===== config.mk =====
export PLATFORM = sky130hd
export DESIGN_NAME = sprite_rom_arbiter
export DESIGN_NICKNAME = d
export VERILOG_FILES = /design/src/rtl/sprite_arb_pkg.sv /design/src/rtl/sprite_arb_rr_picker.sv /design/src/rtl/sprite_rom_arbiter.sv
export SDC_FILE = /design/constraint.sdc
export NUM_CORES = 1
export LEC_CHECK = 0
export CAP_MARGIN = 20
export CORE_ASPECT_RATIO = 1.1
export CORE_UTILIZATION = 33
export DETAILED_ROUTE_END_ITERATION = 12
export GPL_ROUTABILITY_DRIVEN = 0
export PLACE_DENSITY = 0.76
export SLEW_MARGIN = 20
export SYNTH_ARGS = -nofsm -noshare
export SYNTH_HDL_FRONTEND = slang
export SYNTH_SLANG_ARGS = --single-unit
export TNS_END_PERCENT = 30

===== constraint.sdc =====
create_clock -name vga_clk -period 2.85 [get_ports vga_clk]
set_input_delay 0.285 -clock vga_clk [delete_from_list [all_inputs] [get_ports vga_clk]]
set_output_delay 0.285 -clock vga_clk [all_outputs]
set_load 0.005 [all_outputs]

===== src/rtl/sprite_arb_pkg.sv =====
// Shared types and helpers for the sprite ROM arbiter.
// Widths of the 32x32 palette-indexed sprite ROM, response bundle, rr helper.
package sprite_arb_pkg;

  localparam int SPRITE_ADDR_W  = 10;
  localparam int SPRITE_DATA_W  = 4;
  localparam int SPRITE_ID_W    = 2;
  localparam int SPRITE_MAX_REQ = 32;

  typedef struct packed {
    logic                     valid;
    logic [SPRITE_ID_W-1:0]   id;
    logic [SPRITE_DATA_W-1:0] data;
  } sprite_rsp_t;

  // One-hot round-robin pick over the low n bits of valid,
  // searching ptr, ptr+1, ... mod n.
  function automatic logic [SPRITE_MAX_REQ-1:0] rr_pick(
    input logic [SPRITE_MAX_REQ-1:0] valid,
    input int                        ptr,
    input int                        n
  );
    logic [4:0] i;
    rr_pick = '0;
    for (int k = 0; k < n; k++) begin
      i = 5'((ptr + k) % n);
      if (valid[i] && rr_pick == '0)
        rr_pick[i] = 1'b1;
    end
  endfunction

endpackage


===== src/rtl/sprite_arb_rr_picker.sv =====
// Combinational round-robin picker: rotate by ptr, priority-encode, rotate back.
// Ports: valid (requests), ptr (search start) -> grant (one-hot/zero), idx.
module sprite_arb_rr_picker
  import sprite_arb_pkg::*;
#(
  parameter int N_REQ = 4,
  parameter int ID_W  = 2
) (
  input  logic [N_REQ-1:0] valid,
  input  logic [ID_W-1:0]  ptr,
  output logic [N_REQ-1:0] grant,
  output logic [ID_W-1:0]  idx
);

  logic [N_REQ-1:0] rot;
  logic             found;
  int               off;
  int               s;

  always_comb begin
    rot   = '0;
    found = 1'b0;
    off   = 0;
    s     = 0;
    grant = '0;
    idx   = '0;
    for (int k = 0; k < N_REQ; k++) begin
      s = int'(ptr) + k;
      if (s >= N_REQ)
        s = s - N_REQ;
      rot[k] = valid[s[ID_W-1:0]];
    end
    for (int k = 0; k < N_REQ; k++) begin
      if (rot[k] && !found) begin
        found = 1'b1;
        off   = k;
      end
    end
    s = int'(ptr) + off;
    if (s >= N_REQ)
      s = s - N_REQ;
    if (found) begin
      idx        = s[ID_W-1:0];
      grant[idx] = 1'b1;
    end
  end

endmodule


===== src/rtl/sprite_rom_arbiter.sv =====
// Round-robin arbiter sharing one synchronous sprite ROM among N_REQ requesters.
// Ports: vga_clk, reset (sync, active-high), req_valid/req_addr/req_ready
// request side, rom_address/rom_q ROM side, rsp_valid/rsp_id/rsp_data responses.
// Optional macro SPRITE_ARB_PLAYER_PRIO_EN: requester 0 always wins when valid.
module sprite_rom_arbiter
  import sprite_arb_pkg::*;
#(
  parameter int N_REQ   = 4,
  parameter int ADDR_W  = SPRITE_ADDR_W,
  parameter int DATA_W  = SPRITE_DATA_W,
  parameter int ROM_LAT = 1,
  localparam int ID_W   = (N_REQ > 1) ? $clog2(N_REQ) : 1
) (
  input  logic                    vga_clk,
  input  logic                    reset,
  input  logic [N_REQ-1:0]        req_valid,
  input  logic [N_REQ*ADDR_W-1:0] req_addr,
  output logic [N_REQ-1:0]        req_ready,
  output logic [ADDR_W-1:0]       rom_address,
  input  logic [DATA_W-1:0]       rom_q,
  output logic                    rsp_valid,
  output logic [ID_W-1:0]         rsp_id,
  output logic [DATA_W-1:0]       rsp_data
);

  logic [ID_W-1:0]  rr_ptr;
  logic [ID_W-1:0]  ptr_nxt;
  logic [N_REQ-1:0] pick_valid;
  logic [N_REQ-1:0] pick_grant;
  logic [ID_W-1:0]  pick_idx;
  logic [N_REQ-1:0] grant;
  logic [ID_W-1:0]  grant_idx;
  logic             hs;
  logic             ptr_adv;

  logic [ROM_LAT-1:0] tag_v;
  logic [ID_W-1:0]    tag_id [ROM_LAT];

  sprite_arb_rr_picker #(
    .N_REQ (N_REQ),
    .ID_W  (ID_W)
  ) u_picker (
    .valid (pick_valid),
    .ptr   (rr_ptr),
    .grant (pick_grant),
    .idx   (pick_idx)
  );

`ifdef SPRITE_ARB_PLAYER_PRIO_EN
  // Player bypasses the rotation and leaves rr_ptr untouched.
  always_comb begin
    pick_valid    = req_valid;
    pick_valid[0] = 1'b0;
    grant         = pick_grant;
    grant_idx     = pick_idx;
    if (req_valid[0]) begin
      grant     = '0;
      grant[0]  = 1'b1;
      grant_idx = '0;
    end
  end
  assign ptr_adv = hs & ~req_valid[0];
`else
  always_comb begin
    pick_valid = req_valid;
    grant      = pick_grant;
    grant_idx  = pick_idx;
  end
  assign ptr_adv = hs;
`endif

  assign req_ready = reset ? '0 : grant;
  assign hs        = |req_ready;

  assign ptr_nxt = (grant_idx == ID_W'(N_REQ - 1)) ?
                   '0 : grant_idx + 1'b1;

  always_comb begin
    rom_address = '0;
    for (int i = 0; i < N_REQ; i++) begin
      if (req_ready[i])
        rom_address = req_addr[i*ADDR_W +: ADDR_W];
    end
  end

  always_ff @(posedge vga_clk) begin
    if (reset)
      rr_ptr <= '0;
    else if (ptr_adv)
      rr_ptr <= ptr_nxt;
  end

  // Tags travel alongside the ROM read; the response register
  // is the final stage and samples rom_q when the tag arrives.
  always_ff @(posedge vga_clk) begin
    if (reset) begin
      tag_v <= '0;
      for (int k = 0; k < ROM_LAT; k++)
        tag_id[k] <= '0;
    end else begin
      tag_v[0]  <= hs;
      tag_id[0] <= grant_idx;
      for (int k = 1; k < ROM_LAT; k++) begin
        tag_v[k]  <= tag_v[k-1];
        tag_id[k] <= tag_id[k-1];
      end
    end
  end

  always_ff @(posedge vga_clk) begin
    if (reset) begin
      rsp_valid <= 1'b0;
      rsp_id    <= '0;
      rsp_data  <= '0;
    end else begin
      rsp_valid <= tag_v[ROM_LAT-1];
      if (tag_v[ROM_LAT-1]) begin
        rsp_id   <= tag_id[ROM_LAT-1];
        rsp_data <= rom_q;
      end
    end
  end

endmodule


# Yosys cells after proc, flatten, opt, wreduce, memory -nomap -nowiden
# Memory sizes are Yosys's and may differ from the RTL's. A register that Yosys moved wholly into a read port is not among the register bits.
# Cells that the tools add are included.
# W data, S select, Z words.
[op_classes]
eq_ne = 1
add_sub_neg = 10
reduce_logical = 9
n_mux = 35
order_cmp = 11
[ops]
columns = ["operator", "n"]
rows = [
  ["$mux W10", 4],
  ["$mux W2", 10],
  ["$lt A2 B3 Y1 const B", 5],
  ["$mux W1", 14],
  ["$ge A3 B3 Y1 const B", 4],
  ["$sub A2 B1 Y2 const B", 5],
  ["$bmux W1 S2", 4],
  ["$mux W4", 2],
  ["$add A2 B2 Y3 const B", 2],
  ["$logic_and A1 B1 Y1", 4],
  ["$reduce_or A4 Y1", 1],
  ["$add A2 B1 Y3 const B", 1],
  ["$add A2 B2 Y3", 1],
  ["$ge A2 B3 Y1 const B", 1],
  ["$logic_not A1 Y1", 3],
  ["$add A2 B1 Y2 const B", 1],
  ["$demux W1 S2", 1],
  ["$eq A2 B2 Y1 const B", 1],
  ["$ge A2 B1 Y1 const B", 1],
  ["$reduce_or A2 Y1", 1],
]
[totals]
n_memories = 1
ff_bits = 8
in_bits = 50
ramBits = 2
[mem_list]
columns = ["name", "words", "width", "rd", "rd_ports_with_merged_regs", "write_ports", "line", "rtl"]
rows = [
  ["tag_id", 1, 2, 1, 1, 1, "sprite_rom_arbiter.sv:37", "logic [ID_W-1:0] tag_id [ROM_LAT];"],
]

# Logic depth before layout (Yosys ltp)
[logic_depth]
word_depth = 27
ltp_mapped = 11
depth_no_buf = 10

# Hierarchy
# Synthesis repeated with hierarchy kept, for this count alone.
[unflattened]
hier_cells = 125
hier_area_um2 = 1019.7
[by_module_without_submodules]
columns = ["module", "seq_area_each_um2", "instances", "area_each_um2", "cells_per_inst"]
rows = [
  ["sprite_rom_arbiter", 240.2, 1, 729.4, 89],
  ["sprite_arb_rr_picker", 0.0, 1, 290.3, 36],
]

# Worst setup path after synthesis
# Ideal clock, no wire load.
[synth_path]
path_kind = "reg-to-output"
from = "reg rr_ptr[0]"
to = "out rom_address[0]"
setup_slack_ns = 0.077
required_ns = 2.565
arrival_time_ns = 2.488
n_path_buf = 2
stages_incl_launch_ff = 9
cell_sequence = "dfxtp_1 clkbuf_8 or4_1 nand3_1 ha_1 dlygate4sd3_1 nor2_1 mux2i_1 a32o_1"
[synth_via]
elab_chain_cells = 27
elab_cells_between_ends = 51
[synth_lines]
columns = ["item", "line", "rtl"]
rows = [
  ["from (decl)", "sprite_rom_arbiter.sv:26", "logic [ID_W-1:0] rr_ptr;"],
  ["from (signal assigned)", "sprite_rom_arbiter.sv:90", "rr_ptr <= ptr_nxt;"],
  ["parallel branches: the longest is 21 deep, another holds $add A2 B1 Y3", "n/a", ""],
  ["$mux W4 (*)", "sprite_arb_rr_picker.sv:42", "if (found) begin"],
  ["$mux W4 (*)", "sprite_rom_arbiter.sv:72", "assign req_ready = reset ? '0 : grant;"],
  ["$mux W10 (3 in a row)", "sprite_rom_arbiter.sv:81", "if (req_ready[i])"],
  ["$mux W10 (*)", "sprite_rom_arbiter.sv:81", ""],
  ["to (decl)", "sprite_rom_arbiter.sv:19", "output logic [ADDR_W-1:0] rom_address,"],
]
# Every way passes the cells marked *. The select of a mux whose other input is x is not followed.

# Final worst setup path
[layout_path]
from = "reg rr_ptr[0]"
to = "out rom_address[8]"
# Same word-level chain as after synthesis.

==> flow_summary.yaml <==
routing:
  drt-met1-wl_um: 1409
  routed_wl_um: 3360
  drtPass1Iterations: 4
  met3_length_um: 146
  vias: 1346
  dr.max_layer_used: "met4"
  wl_per_cell_um: 11.75
  wl_met2_um: 1758
  avgViaCountPerCell: 4.706
  final_antenna_net_count: 0
  post-route-drc-count: 0
  drt_iter0_markers: 34
synthesis:
  ys_seq_area_frac: 0.2087
  synth-xor-area-share: 0.03696
  muxShareOfSynthArea: 0.1391
  synth_area_leaders: "dfxtp_1 21%, mux2i_1 14%, nor2_1 8.8%"
  yosysMostFrequentCell: "nor2_1"
  synth_top_area_cell: "dfxtp_1"
  ys_top_cells_by_count: "27 x nor2_1, 23 x inv_1, 16 x mux2i_1, 12 x dfxtp_1, 12 x o21ai_0"
  avgSynthCellArea_um2: 7.994
  ys_ff_latch: 12
  synth_warnings: 0
  synth_top_family_by_area: "compound AO/OA/AOI/OAI gates"
  synth_nets: 195
  synthAdderAreaFrac: 0.01087
  syn_area_um2: 1151
  synthArstFlopShare: 0
  netlist.area_leader.share: 0.2087
  synth_simple_gate_area_frac: 0.1620
  synth_cell_type_count: 35
  synth_compound_area_frac: 0.2739
  synth_edf_count: 0
  netlist_instances: 144
  synth_ff_type: "dfxtp_1"
power:
  switchingPower_mw: 0.7465
  p_int_mw: 1.191
  swShare: 0.3853
  p_clk_frac: 0.068
  pwr-share-seq: 0.124
  p_leak_nw: 1.060
  power_density_nw_per_um2: 892.0
  combPwrFrac: 0.809
  ir_drop_uv: 481.9
sta:
  fmax_mhz: 352.5
  slew_violations: 0
  finalHoldViolations: 0
  setup_viol: 0
  max_slew_margin: 0.7586
  worst_slew_pin_slew_ns: 0.3616
  rsz0062_at_grt: "true"
  final.period_utilization: 0.9953
  clock_skew_ns: 0.0009316
  worst_slack_ns: 0.01331
  min_period_ns: 2.837
critical_path:
  end_kind: "primary output"
  worstSetupPathType: "reg2out"
  arrival_ns: 2.55
  cp-start-kind: "register"
  worstReg2RegEnd: "rr_ptr[1]"
  cp_max_fo: 6
  r2r_slack_ns: 0.63
  cp.required_ns: 2.57
  reg2reg_depth: 8
  rr_startpoint: "rr_ptr[0]"
floorplanning:
  die_h_um: 63.95
  rows: 22
  die_x_um: 58.31
  io_pins: 71
  core-area_um2: 3331
  die-area_um2: 3729
  initial_core_util: 0.3456
global_routing:
  grt_start_max_net_pins: 13
  grt_usage: 0.1858
  grt_pass1_vias: 1260
  grt_pass1_wl_um: 5506
  antenna_found_initial: 0
  overflow: 0
worst_hold_path:
  min_delay_path_depth: 2
  hold_class: "reg2reg"
  min_from: "tag_id[0][0]"
  whs_endpoint: "rsp_id[0]"
place:
  pre_cts_slack_ns: -0.5977
  placed_area_um2: 1967
  port_buffers: 70
  hpwl_um: 2354
clocking:
  cts-root-buf: "clkbuf_4"
  postCtsHoldBufs: 0
  clk_pin_slew_ns: 0.07
  htree_levels: 1
  cts_tree: "built"
  cts_buffers: 3
  cts_sinks: 12
  cts_buffer_depth: 2
  clk_latency_ns: 0.27
final_layout:
  diodes: 0
  fin_area_um2: 2172
  layout.nets: 290
  num-fill-cells: 286
  syn2layout_area_growth_pct: 88.70
  drive_gt1_frac: 0.2479
job:
  cap_violations: 0
outcome:
  outcome: "completed"
==> layout make-up <==
cell class	count	area (um^2)	area share
Timing Repair Buffer	101	964.7	0.4441
Multi-Input combinational cell	98	779.5	0.3589
Sequential cell	12	245.2	0.1129
Inverter	23	86.33	0.03975
Tap cell	48	60.06	0.02765
Clock buffer	4	36.28	0.01671
==> metrics by stage <==
step | power [mW] | instances | utilization | hold slack [ns] | setup TNS (ns)
2_1_floorplan | 1.051 | 144 | - | 0.4324 | 0
3_3_place_gp | 1.551 | 271 | 0.5905 | 0.4442 | -6.140
3_5_place_dp | 1.562 | 271 | 0.5905 | 0.4575 | -6.592
4_1_cts | 1.911 | 284 | 0.6439 | 0.4754 | -0.1613
5_1_grt | 2.076 | 286 | 0.6521 | 0.4805 | -0.3505
6_report | 1.938 | 286 | 0.6521 | 0.4679 | 0
==> worst max-delay path by stage <==
| stage | start | end | slack, ns | depth (start not counted) |
|---|---|---|---|---|
| floorplan | rr_ptr[0] | rom_address[0] | 0.08 | 8 |
| global route | rr_ptr[0] | rom_address[5] | -0.07 | 10 |
| CTS | req_valid[3] | rom_address[3] | -0.16 | 11 |
| global placement | req_valid[2] | rom_address[5] | -0.55 | 8 |
| detailed placement | req_valid[0] | rom_address[0] | -0.60 | 9 |
| finish | rr_ptr[0] | rom_address[8] | 0.01 | 10 |
==> layer usage <==
layer	vias up	global-route usage
li1	683	-
met3	5	0.02227
met1	613	0.2192
met4	0	0.05357
met5	-	0
met2	45	0.3434
==> worst max-delay path, stage by stage (launching register included) <==
cell           delay, ns
dfxtp_4             0.37
or4_4               0.54
nand3_2             0.11
ha_4                0.17
buf_6               0.13
xnor2_4             0.14
clkbuf_16           0.20
nor2_4              0.04
buf_6               0.13
a32o_1              0.20
dlygate4sd2_1       0.26
==> placed cells by master, fill, tap and decap left out, types with 3 or more instances in the layout <==
| cell | n |
|---|---|
| clkbuf_4 | 3 |
| dfxtp_1 | 10 |
| clkbuf_2 | 3 |
| mux2i_1 | 16 |
| buf_4 | 24 |
| buf_6 | 5 |
| inv_1 | 23 |
| dlygate4sd2_1 | 7 |
| nor2_1 | 25 |
| nand2_1 | 3 |
| o21ai_1 | 3 |
| a32o_1 | 9 |
| clkdlybuf4s50_1 | 53 |
| dlymetal6s2s_1 | 4 |
| o21ai_0 | 10 |
==> state kept, by name, summed over array words and instances (netlist names) <==
name / cells
tag_v: 1
rsp_valid: 1
rsp_id: 2
tag_id: 2
rr_ptr: 2
rsp_data: 4
==> kinds of logic (layout without fill, tap and decap cells) <==
kind of cell | count (synthesis) | count (layout)
flip-flops | 12 | 12
AND/OR/NAND/NOR | 42 | 42
multiplexers | 16 | 16
AO/OA/AOI/OAI | 35 | 35
buffers and inverters | 34 | 128
adder cells (fa/ha/maj) | 1 | 1
XOR/XNOR | 4 | 4
==> repair_timing <==
action | in CTS | in global routing
gates cloned | 2 | 0
buffers inserted | 7 | 2
hold endpoints to repair | 0 | 0
endpoints found under the setup margin | 14 | 14
pin swaps | 7 | 7
gates resized for setup | 40 | 16
==> power groups by stage <==
stage	clock [mW]	sequential, mW	combinational, mW
2_1_floorplan	0	0.230	0.822
3_3_place_gp	0	0.246	1.30
3_5_place_dp	0	0.247	1.32
4_1_cts	0.134	0.237	1.54
5_1_grt	0.144	0.245	1.69
6_report	0.131	0.239	1.57
(Power assumes the default switching activity.)
